`src/rtl/serial_add_ctrl_if.sv`:
```
// Operand/result handshake bundle for serial_add_ctrl.
// op_sub exists only when SERIAL_ADD_SUB_EN is defined.
interface serial_add_ctrl_if #(
    parameter int WIDTH = 8
);
    logic             in_valid;
    logic             in_ready;
    logic [WIDTH-1:0] op_a;
    logic [WIDTH-1:0] op_b;
    logic             cin;
`ifdef SERIAL_ADD_SUB_EN
    logic             op_sub;
`endif
    logic             out_valid;
    logic             out_ready;
    logic [WIDTH-1:0] sum;
    logic             cout;
    logic             ovf;

    modport master (
        output in_valid, op_a, op_b, cin,
`ifdef SERIAL_ADD_SUB_EN
        output op_sub,
`endif
        output out_ready,
        input  in_ready, out_valid, sum, cout, ovf
    );

    modport slave (
        input  in_valid, op_a, op_b, cin,
`ifdef SERIAL_ADD_SUB_EN
        input  op_sub,
`endif
        input  out_ready,
        output in_ready, out_valid, sum, cout, ovf
    );
endinterface

```
`src/rtl/serial_add_ctrl.sv`:
```
// Bit-serial adder sequencer: one full adder time-shared over WIDTH cycles, LSB first.
// Define SERIAL_ADD_SUB_EN to add the op_sub (A-B) mode.
module adder1bit (
    input  logic a,
    input  logic b,
    input  logic ci,
    output logic s,
    output logic co
);
    assign s  = a ^ b ^ ci;
    assign co = (a & b) | (ci & (a ^ b));
endmodule

// state | meaning
// IDLE  | waiting for operands, in_ready high unless flushed
// RUN   | one sum bit per cycle, cnt 0..WIDTH-1
// DONE  | result presented, waiting for out_ready
module serial_add_ctrl #(
    parameter int WIDTH = 8
) (
    input  logic               clk,
    input  logic               rst_n,
    input  logic               flush,
    serial_add_ctrl_if.slave   bus,
    output logic               busy
);
    typedef enum logic [1:0] {IDLE, RUN, DONE} state_t;

    localparam int              CNT_W    = $clog2(WIDTH);
    localparam logic [CNT_W-1:0] CNT_LAST = CNT_W'(WIDTH - 1);

    state_t           state_q, state_d;
    logic [CNT_W-1:0] cnt_q, cnt_d;
    logic [WIDTH-1:0] a_sh_q, a_sh_d;
    logic [WIDTH-1:0] b_sh_q, b_sh_d;
    // Holds the first WIDTH-1 sum bits; the MSB goes straight into sum_q.
    logic [WIDTH-2:0] sum_sh_q, sum_sh_d;
    logic             carry_q, carry_d;
    logic [WIDTH-1:0] sum_q, sum_d;
    logic             cout_q, cout_d;
    logic             ovf_q, ovf_d;
    logic             add_s, add_co;

    adder1bit u_add (
        .a  (a_sh_q[0]),
        .b  (b_sh_q[0]),
        .ci (carry_q),
        .s  (add_s),
        .co (add_co)
    );

    always_comb begin
        state_d  = state_q;
        cnt_d    = cnt_q;
        a_sh_d   = a_sh_q;
        b_sh_d   = b_sh_q;
        sum_sh_d = sum_sh_q;
        carry_d  = carry_q;
        sum_d    = sum_q;
        cout_d   = cout_q;
        ovf_d    = ovf_q;
        if (flush) begin
            state_d = IDLE;
        end else begin
            case (state_q)
                IDLE: begin
                    if (bus.in_valid) begin
                        state_d = RUN;
                        cnt_d   = '0;
                        a_sh_d  = bus.op_a;
`ifdef SERIAL_ADD_SUB_EN
                        b_sh_d  = bus.op_sub ? ~bus.op_b : bus.op_b;
                        carry_d = bus.op_sub ? 1'b1 : bus.cin;
`else
                        b_sh_d  = bus.op_b;
                        carry_d = bus.cin;
`endif
                    end
                end
                RUN: begin
                    a_sh_d   = a_sh_q >> 1;
                    b_sh_d   = b_sh_q >> 1;
                    sum_sh_d = sum_sh_q >> 1;
                    sum_sh_d[WIDTH-2] = add_s;
                    carry_d  = add_co;
                    if (cnt_q == CNT_LAST) begin
                        state_d = DONE;
                        sum_d   = {add_s, sum_sh_q};
                        cout_d  = add_co;
                        ovf_d   = carry_q ^ add_co;
                    end else begin
                        cnt_d = cnt_q + 1'b1;
                    end
                end
                DONE: begin
                    if (bus.out_ready) state_d = IDLE;
                end
                default: state_d = IDLE;
            endcase
        end
    end

    always_ff @(posedge clk or negedge rst_n) begin
        if (!rst_n) begin
            state_q  <= IDLE;
            cnt_q    <= '0;
            a_sh_q   <= '0;
            b_sh_q   <= '0;
            sum_sh_q <= '0;
            carry_q  <= 1'b0;
            sum_q    <= '0;
            cout_q   <= 1'b0;
            ovf_q    <= 1'b0;
        end else begin
            state_q  <= state_d;
            cnt_q    <= cnt_d;
            a_sh_q   <= a_sh_d;
            b_sh_q   <= b_sh_d;
            sum_sh_q <= sum_sh_d;
            carry_q  <= carry_d;
            sum_q    <= sum_d;
            cout_q   <= cout_d;
            ovf_q    <= ovf_d;
        end
    end

    assign bus.in_ready  = (state_q == IDLE) & ~flush;
    assign bus.out_valid = (state_q == DONE);
    assign bus.sum       = sum_q;
    assign bus.cout      = cout_q;
    assign bus.ovf       = ovf_q;
    assign busy          = (state_q != IDLE);
endmodule

```
`src/flat_wrapper.sv`:
```
// flat-port wrapper written by rule: the top's interface ports become plain ports
module serial_add_ctrl_flat 
#(
    parameter int WIDTH = 8
)
  (clk, rst_n, flush, busy, bus_in_valid, bus_op_a, bus_op_b, bus_cin, bus_out_ready, bus_in_ready, bus_out_valid, bus_sum, bus_cout, bus_ovf);
  serial_add_ctrl_if #(.WIDTH(WIDTH)) bus_i ();
  input  logic clk;
  input  logic rst_n;
  input  logic flush;
  output logic busy;
  input wire logic [$bits(bus_i.in_valid)-1:0] bus_in_valid;
  input wire logic [$bits(bus_i.op_a)-1:0] bus_op_a;
  input wire logic [$bits(bus_i.op_b)-1:0] bus_op_b;
  input wire logic [$bits(bus_i.cin)-1:0] bus_cin;
  input wire logic [$bits(bus_i.out_ready)-1:0] bus_out_ready;
  output wire logic [$bits(bus_i.in_ready)-1:0] bus_in_ready;
  output wire logic [$bits(bus_i.out_valid)-1:0] bus_out_valid;
  output wire logic [$bits(bus_i.sum)-1:0] bus_sum;
  output wire logic [$bits(bus_i.cout)-1:0] bus_cout;
  output wire logic [$bits(bus_i.ovf)-1:0] bus_ovf;
  assign bus_i.in_valid = bus_in_valid;
  assign bus_i.op_a = bus_op_a;
  assign bus_i.op_b = bus_op_b;
  assign bus_i.cin = bus_cin;
  assign bus_i.out_ready = bus_out_ready;
  assign bus_in_ready = bus_i.in_ready;
  assign bus_out_valid = bus_i.out_valid;
  assign bus_sum = bus_i.sum;
  assign bus_cout = bus_i.cout;
  assign bus_ovf = bus_i.ovf;
  serial_add_ctrl #(.WIDTH(WIDTH)) u_core (.clk(clk), .rst_n(rst_n), .flush(flush), .bus(bus_i), .busy(busy));
endmodule
```
`config.mk`:
```
export PLATFORM = sky130hd
export DESIGN_NAME = serial_add_ctrl_flat
export DESIGN_NICKNAME = d
export VERILOG_FILES = /design/src/rtl/serial_add_ctrl_if.sv /design/src/rtl/serial_add_ctrl.sv /design/src/flat_wrapper.sv
export SDC_FILE = /design/constraint.sdc
export NUM_CORES = 1
export LEC_CHECK = 0
export BUFFER_PORTS_ARGS = -buffer_cell sky130_fd_sc_hd__buf_2
export CAP_MARGIN = 10
export CORE_MARGIN = 3
export CORE_UTILIZATION = 52
export DETAILED_ROUTE_END_ITERATION = 7
export GPL_TIMING_DRIVEN = 0
export PLACE_DENSITY = 0.85
export SLEW_MARGIN = 20
export SYNTH_ARGS = -nofsm -noshare
export SYNTH_HDL_FRONTEND = slang
export SYNTH_SLANG_ARGS = --single-unit
```
`constraint.sdc`:
```
create_clock -name clk -period 2.4 [get_ports clk]
set_clock_uncertainty 0.15 [all_clocks]
set_input_delay 0.48 -clock clk [delete_from_list [all_inputs] [get_ports clk]]
set_output_delay 0.48 -clock clk [all_outputs]
set_load 0.01 [all_outputs]
```
==> out/qor.yml, run 1 <==
logic_synthesis:
  yosysUniqueCellTypes: 25
  netlist_area_sq_um: 1820
  yosysWarnings: 0
  synth_largest_area_cell: "dfrtp_1"
  ys_seq_area_share_pct: 53.5
  synth_nets: 153
  postSynthCellCount: 128
  ys_ff_latch: 39
  synthTopCellsByArea: "dfrtp_1 53%, mux2_2 29%, nor2b_1 1.7%"
  avgSynthCellArea_sq_um: 14.3
  yosysTopAreaCellShare_pct: 53.5
routing:
  ant_nets: 0
  drc_errors: 0
  drt_first_pass_iters: 3
  drt_iter0_drc: 27
  post_drt_wl_per_cell_um: 14.5
  drt_wl_total_mm: 3.11
  viasPerCell: 5.24
  vias: 1121
place:
  place_hpwl_mm: 2.38
  gp_congestion: 0.820
  pre_cts_slack_ps: 364
  portBuffers: 34
clock_network:
  clockBufferDepth: 2
  worstSkewPairLatency_ps: 340
  numCtsBuffers: 5
  cts_tree: "done"
  cts_setup_buffers: 0
  path_clk_slew_ps: 110
  clock_sinks: 39
  ctsResizeCount: 0
  htree_num_levels: 2
  holdBufCountCts: 0
  cts_root_buffer: "clkbuf_4"
status:
  status: "complete, no violations"
floorplanning:
  dieArea_sq_um: 4250
  die_y_um: 65.2
  core_area_sq_um: 3200
  initial_core_util_pct: 57.0
  rows: 20
  pin_count: 35
  fp.dieW_um: 65.2
sta:
  fmax_mhz: 491
  rsz0062_at_grt: "false"
  max_slew_margin_pct: 45.0
  final.setup.worst_slack_ps: 365
  worstMarginPinSlew_ps: 824
  fin_crit_ps: 2030
  finalHoldViolations: 0
  worst_hold_slack_ps: 74.8
  final.setup.tns_ps: 0
  setup_violations: 0
  drv_slew: 0
  min_period_over_period_pct: 84.8
worst_hold_path:
  hp-class: "in -> async"
setup_path:
  worstPathCellList: "buf_4, or2_2, nor2_1, buf_2"
  cp_slowest_cell: "dfrtp_1"
  startpoint_type: "flip-flop"
  cp.required_ps: 1770
  critPathKind: "reg -> out"
  critPathMaxStageDelay_ps: 400
  path_max_fanout: 10
  cp.arrival_ps: 1400
  crit_path_end_kind: "output port"
power_and_ir_drop:
  internal-power_uw: 1130
  peakVddDrop_mv: 0.449
  total_power_uw: 1550
  power.density_nw_per_um2: 737
  p_seq_share_pct: 58.2
  p_sw_share_pct: 27.2
  power_frac_clock_pct: 20.0
  p_comb_share_pct: 21.7
  power.leakage_uw: 0.00103
  p_sw_uw: 421
global_routing:
  antenna_found_initial: 0
  grt_pass1_vias: 1160
  grt_use_total_pct: 16.7
  grt_max_degree: 40
  grt_pass1_wl_mm: 5.37
  overflow: 0
layout:
  area_growth_pct: 15.1
  insertedDiodeCount: 0
  nets: 194
  drive_gt1_share_pct: 57.6
run:
  drv_cap: 0
==> critical path: cells and delay by family (launching register included) <==
family / cells / cell delay, ps
DFF: 1 / 400
buffers and inverters: 2 / 300
and+or+nand+nor: 2 / 370
==> through the flow <==
stage / instances / util, % / area, sq um
2_1_floorplan: 128 / - / 1820
3_3_place_gp: 206 / 64.0 / 2050
3_5_place_dp: 206 / 64.0 / 2050
4_1_cts: 214 / 65.5 / 2100
5_1_grt: 214 / 65.5 / 2100
6_report: 214 / 65.5 / 2100
==> per-layer routing <==
metal,wire [um],GRT usage (%),up-vias
met5,0,0,-
met4,90,7.25,0
met1,1270,19.4,543
li1,-,-,541
met2,1580,28.3,26
met3,163,5.47,11
==> layout by cell type, fill, tap and decap left out, types with 2 or more instances in the layout <==
| cell | instances |
|---|---|
| mux2_2 | 47 |
| dfrtp_1 | 39 |
| buf_2 | 35 |
| nor2_1 | 5 |
| nor2b_1 | 5 |
| clkbuf_4 | 5 |
| nand3_1 | 4 |
| o21ai_0 | 4 |
| buf_6 | 2 |
| nand4_1 | 2 |
| a31oi_1 | 2 |
| nand2_1 | 2 |
| ha_1 | 2 |
| clkbuf_1 | 2 |
==> cell type report <==
| type | instances | area (sq um) |
|---|---|---|
| Tap cell | 44 | 55.1 |
| Clock buffer | 7 | 45.0 |
| Buffer | 5 | 50.0 |
| Fill cell | 264 | 1100 |
| Sequential cell | 39 | 976 |
| Clock inverter | 1 | 5.00 |
| Inverter | 1 | 3.75 |
| Timing Repair Buffer | 34 | 170 |
| Multi-Input combinational cell | 83 | 795 |
==> state kept, by name (all words and copies together), names as in the netlist <==
| register | cells |
|---|---|
| u_core.b_sh_q | 8 |
| u_core.cnt_q | 3 |
| u_core.carry_q | 1 |
| u_core.bus.ovf | 1 |
| u_core.state_q | 2 |
| u_core.sum_sh_q | 7 |
| u_core.bus.cout | 1 |
| u_core.bus.sum | 8 |
| u_core.a_sh_q | 8 |
==> cells by family after synthesis <==
logic type | count (synthesis) | synth area share [%]
compound gates | 8 | 2.88
xor+xnor | 1 | 0.480
fa+ha+maj | 3 | 2.47
buf+inv | 6 | 2.95
flops | 39 | 53.5
mux | 48 | 29.8
simple gates | 23 | 7.89
==> cell usage after synthesis <==
| cell type | n |
|---|---|
| buf_8 | 1 |
| nand2_1 | 2 |
| buf_6 | 2 |
| nor2b_1 | 5 |
| nor2_4 | 1 |
| fa_1 | 1 |
| mux2_2 | 47 |
| ha_1 | 2 |
| dfrtp_1 | 39 |
| or2_1 | 1 |
| or2_2 | 1 |
| nand4_1 | 2 |
| nand2_4 | 1 |
| a22oi_1 | 1 |
| xor2_1 | 1 |
| nor2_1 | 5 |
| o21ai_0 | 4 |
| inv_1 | 1 |
| buf_2 | 1 |
| nor3b_4 | 1 |
| a31oi_1 | 2 |
| nand3_1 | 4 |
| buf_4 | 1 |
| mux2_4 | 1 |
| a211oi_2 | 1 |
==> worst paths after layout <==
path                                               startpoint                            end  slack (ps)  depth (start not counted)
worst max-delay path            u_core.state_q[0]$_DFFE_PN0P_                   bus_in_ready         370                          4
worst min-delay path                                    rst_n   u_core.a_sh_q[2]$_DFFE_PN0P_          70                          1
worst max register to register  u_core.state_q[1]$_DFFE_PN0P_     u_core.carry_q$_DFFE_PN0P_         530                          5
worst min register to register  u_core.bus.sum[5]$_DFFE_PN0P_  u_core.bus.sum[5]$_DFFE_PN0P_         360                          1
max in group asynchronous                               rst_n  u_core.bus.sum[6]$_DFFE_PN0P_        1500                          1
min in group clk                                        flush  u_core.state_q[1]$_DFFE_PN0P_         230                          2
==> power by group through the flow <==
stage	clock, uW	combinational [uW]	sequential (uW)
2_1_floorplan	0	255	882
3_3_place_gp	0	318	898
3_5_place_dp	0	341	915
4_1_cts	322	343	903
5_1_grt	351	371	924
6_report	310	336	901
(Power assumes the default switching activity.)
==> run 2, diff against run 1 <==
- clock period: 2.4 -> 1.9 ns (I/O delays scaled with it)
==> out/qor.yml, run 2 (same netlist as run 1, synthesis figures left out) <==
sta:
  rsz0062_at_grt: "true"
  fmax_mhz: 542
  max_slew_margin_pct: 44.2
  setup_violations: 0
  final.setup.worst_slack_ps: 54.6
  worstMarginPinSlew_ps: 837
  fin_crit_ps: 1850
  finalHoldViolations: 0
  drv_slew: 0
  final.setup.tns_ps: 0
  min_period_over_period_pct: 97.1
layout:
  nets: 199
  drive_gt1_share_pct: 60.0
  area_growth_pct: 18.0
  instances_no_fill: 219
  num-fill-cells: 256
  final_cell_mix: "47 x mux2_2, 38 x dfrtp_1, 35 x buf_2"
  seq_area_sq_um: 977
  final_area_sq_um: 2150
  multi_input_area_sq_um: 802
  insertedDiodeCount: 0
  layout_commonest_cell: "mux2_2"
place:
  pre_cts_slack_ps: -36.1
  dp.cells: 206
  portBuffers: 34
  gp_congestion: 0.820
  place_hpwl_mm: 2.38
  dpl_cell_area_sq_um: 2050
clock_network:
  worstSkewPairLatency_ps: 340
  path_clk_slew_ps: 110
  clock_sinks: 39
  numCtsBuffers: 5
  cts_root_buffer: "clkbuf_4"
  clockBufferDepth: 2
  htree_num_levels: 2
  cts_tree: "done"
routing:
  ant_nets: 0
  vias: 1144
  drt_first_pass_iters: 4
  drt_wl_total_mm: 3.28
  post_drt_wl_per_cell_um: 15.0
  viasPerCell: 5.22
  drc_errors: 0
  drt_iter0_drc: 56
status:
  status: "complete, no violations"
floorplanning:
  dieArea_sq_um: 4250
  initial_core_util_pct: 57.0
  core_area_sq_um: 3200
  pin_count: 35
  rows: 20
  fp.dieW_um: 65.2
  die_y_um: 65.2
setup_path:
  startpoint_type: "flip-flop"
  reg2reg_slack_ps: 60
  startpoint: "u_core.state_q[0]$_DFFE_PN0P_"
  path_max_fanout: 3
  cp.required_ps: 1370
  r2r_start: "u_core.state_q[1]$_DFFE_PN0P_"
  crit_path_end_kind: "output port"
  critPathKind: "reg -> out"
  cp.arrival_ps: 1320
run:
  drv_cap: 0
global_routing:
  grt_pass1_wl_mm: 5.50
  met2_usage_pct: 29.5
  grt_pass1_vias: 1195
  antenna_found_initial: 0
  grt_util_met3_pct: 5.47
  top_usage_layer: "met2"
  grt_use_total_pct: 17.2
  use_met1_pct: 19.6
  grt_max_degree: 40
  overflow: 0
power_and_ir_drop:
  power.density_nw_per_um2: 916
  power.leakage_uw: 0.00105
  peakVddDrop_mv: 0.569
worst_hold_path:
  hp-class: "in -> reg"
  hp-start: "flush"
==> run 2: changes by cell type in the layout (fill, tap and decap cells not counted), sizes merged <==
| cell | change |
|---|---|
| buf | +4 |
| dlygate4sd3 | +1 |
==> run 2: final timing paths <==
kind | endpoint | cells after the start
min in group asynchronous | u_core.a_sh_q[2]$_DFFE_PN0P_ | 2
worst max-delay path | bus_in_ready | 4
max in group asynchronous | u_core.state_q[1]$_DFFE_PN0P_ | 2
worst max register to register | u_core.carry_q$_DFFE_PN0P_ | 5
worst min register to register | u_core.bus.sum[5]$_DFFE_PN0P_ | 1
worst min-delay path | u_core.state_q[1]$_DFFE_PN0P_ | 2
==> run 2: repair_timing <==
action	in CTS	in global routing
pin swaps	1	2
hold buffers	1	0
gates resized for setup	2	3
hold endpoints to repair	20	0
setup buffers	3	1
setup endpoints to repair	1	21
==> run 2: cell type report <==
type	count	area share [%]
sequential	39	45.4
multi-input combinational	83	37.3
timing repair buffer	39	9.77
tap	44	2.56
buffer	5	2.50
clock buffer	7	2.09
clock inverter	1	0.233
inverter	1	0.174
==> run 2: power breakdown <==
group	total (uW)	switching, uW	internal (uW)
registers	1140	125	1010
logic	439	166	273
clock network	393	249	144
total	1970	540	1430
==> run 2: layer usage <==
| layer | routed length (um) | share of wire [%] |
|---|---|---|
| met1 | 1340 | 41 |
| met2 | 1690 | 52 |
| met3 | 164 | 5.0 |
| met4 | 87 | 2.7 |
| met5 | 0 | 0 |
==> run 2: through the flow <==
stage	total power [uW]	util (%)	hold slack [ps]
final	1970	67.2	136
after CTS	1990	66.8	115
after global placement	1540	64.0	335
after detailed placement	1590	64.0	337
after floorplan	1440	-	-65.6
after global routing	2100	67.2	136
==> run 2: critical path, stage by stage, from the launching register on <==
cell and delay (ps):
dfrtp_1 420, buf_6 130, or2_4 230, nor2_2 70, buf_2 130
==> run 3, diff against run 2 <==
- CORE_UTILIZATION: 52 -> 40
- PLACE_DENSITY: 0.85 -> 0.7
==> out/qor.yml, run 3 (same netlist as run 1, synthesis figures left out) <==
status:
  status: "complete, no violations"
place:
  pre_cts_slack_ps: -55.0
  portBuffers: 34
  place_hpwl_mm: 2.43
  dp.cells: 212
  gp_congestion: 0.718
setup_path:
  path_max_fanout: 10
  reg2reg_slack_ps: 80
  r2r_end: "u_core.a_sh_q[6]$_DFFE_PN0P_"
  critPathKind: "reg -> reg"
  startpoint_type: "flip-flop"
  cp.required_ps: 1920
  startpoint: "u_core.state_q[1]$_DFFE_PN0P_"
  endpoint: "u_core.a_sh_q[6]$_DFFE_PN0P_"
  ff2ff_path_depth: 5
  r2r_start: "u_core.state_q[1]$_DFFE_PN0P_"
  crit_path_end_kind: "flip-flop"
  cp.arrival_ps: 1840
global_routing:
  grt_use_total_pct: 13.5
  antenna_found_initial: 0
  grt_pass1_vias: 1237
  overflow: 0
  grt_max_degree: 40
  grt_pass1_wl_mm: 5.56
floorplanning:
  rows: 23
  core_area_sq_um: 4200
  die_y_um: 73.5
  fp.dieW_um: 73.5
  initial_core_util_pct: 43.4
  pin_count: 35
  dieArea_sq_um: 5410
sta:
  min_period_over_period_pct: 95.5
  setup_violations: 0
  fin_crit_ps: 1820
  max_slew_margin_pct: 44.5
  finalHoldViolations: 0
  rsz0062_at_grt: "false"
  final.setup.worst_slack_ps: 84.9
  worstMarginPinSlew_ps: 832
  drv_slew: 0
  fmax_mhz: 551
worst_hold_path:
  hp-class: "in -> async"
layout:
  layout_commonest_cell: "mux2_2"
  num-fill-cells: 377
  area_growth_pct: 21.2
  instances_no_fill: 224
  final_cell_mix: "47 x mux2_2, 39 x dfrtp_1, 35 x buf_2"
  drive_gt1_share_pct: 59.8
  nets: 198
  insertedDiodeCount: 0
power_and_ir_drop:
  internal-power_uw: 1710
  power.leakage_uw: 0.00108
  p_sw_share_pct: 24.5
  power_frac_clock_pct: 30.7
  power.density_nw_per_um2: 1030
  p_seq_share_pct: 50.1
  p_comb_share_pct: 19.2
  peakVddDrop_mv: 0.632
  p_sw_uw: 555
clock_network:
  worstSkewPairLatency_ps: 290
  cts_root_buffer: "clkbuf_8"
  numCtsBuffers: 5
  clockBufferDepth: 2
  holdBufCountCts: 0
  clock_sinks: 39
  cts_tree: "done"
  path_clk_slew_ps: 70
  htree_num_levels: 2
routing:
  post_drt_wl_per_cell_um: 14.6
  drc_errors: 0
  ant_nets: 0
  vias: 1136
  drt_wl_total_mm: 3.27
  drt_iter0_drc: 54
  drt_first_pass_iters: 4
  viasPerCell: 5.07
run:
  drv_cap: 0
[run 3: cell count changes in the layout (fill, tap and decap cells not counted), sizes merged]
cell | previous run | this run
bufinv | 0 | 1
dlygate4sd3 | 1 | 0
clkbuf | 7 | 6
[run 3: how the worst min path moves through the flow]
stage / from / cells past startpoint / to
finish: rst_n / 1 / u_core.a_sh_q[5]$_DFFE_PN0P_
global route: rst_n / 1 / u_core.a_sh_q[5]$_DFFE_PN0P_
CTS: rst_n / 1 / u_core.a_sh_q[1]$_DFFE_PN0P_
detailed placement: u_core.bus.sum[2]$_DFFE_PN0P_ / 1 / u_core.bus.sum[2]$_DFFE_PN0P_
global placement: u_core.b_sh_q[2]$_DFFE_PN0P_ / 1 / u_core.b_sh_q[2]$_DFFE_PN0P_
floorplan: rst_n / 0 / u_core.a_sh_q[0]$_DFFE_PN0P_
[run 3: area by class of cell]
type	instances	area (sq um)	area share, %
Multi-Input combinational cell	83	797	36.0
Clock buffer	6	82.6	3.74
Inverter	1	3.75	0.170
Timing Repair Buffer	38	200	9.05
Buffer	5	53.8	2.43
Tap cell	50	62.6	2.83
Sequential cell	39	976	44.1
Clock inverter	2	35.0	1.58
[run 3: critical path: stages (launching register included)]
cell and delay (ps):
dfrtp_1 460, nor2b_1 170, buf_6 170, buf_8 140, mux2_2 340, mux2_2 260
[run 3: per-stage QoR]
stage | hold WS [ps] | total power (uW) | setup TNS, ps | utilization, % | area [sq um]
global placement | 335 | 1540 | -77.4 | 49.0 | 2060
finish | 42.1 | 2270 | 0 | 52.6 | 2210
detailed placement | 338 | 1580 | -446 | 49.0 | 2060
global route | 107 | 2390 | 0 | 52.6 | 2210
CTS | 67.6 | 2290 | 0 | 51.8 | 2170
floorplan | -65.6 | 1440 | 0 | - | 1820
[run 3: repair_timing]
action	4_1_cts	5_1_grt
setup endpoints to repair	0	11
setup buffers	0	4
gates resized for setup	0	2
[run 3: power groups by stage]
| stage | sequential [uW] | clock [uW] | combinational (uW) |
|---|---|---|---|
| floorplan | 1110 | 0 | 323 |
| finish | 1140 | 696 | 434 |
| CTS | 1140 | 716 | 433 |
| detailed placement | 1150 | 0 | 430 |
| global route | 1160 | 746 | 487 |
| global placement | 1130 | 0 | 405 |
[run 3: per-layer routing]
metal	GRT usage [%]	part of all wire, %	up-vias
li1	-	-	546
met1	16.5	42	559
met2	22.0	51	26
met3	4.10	5.3	5
met4	5.84	1.4	0
met5	0	0	-
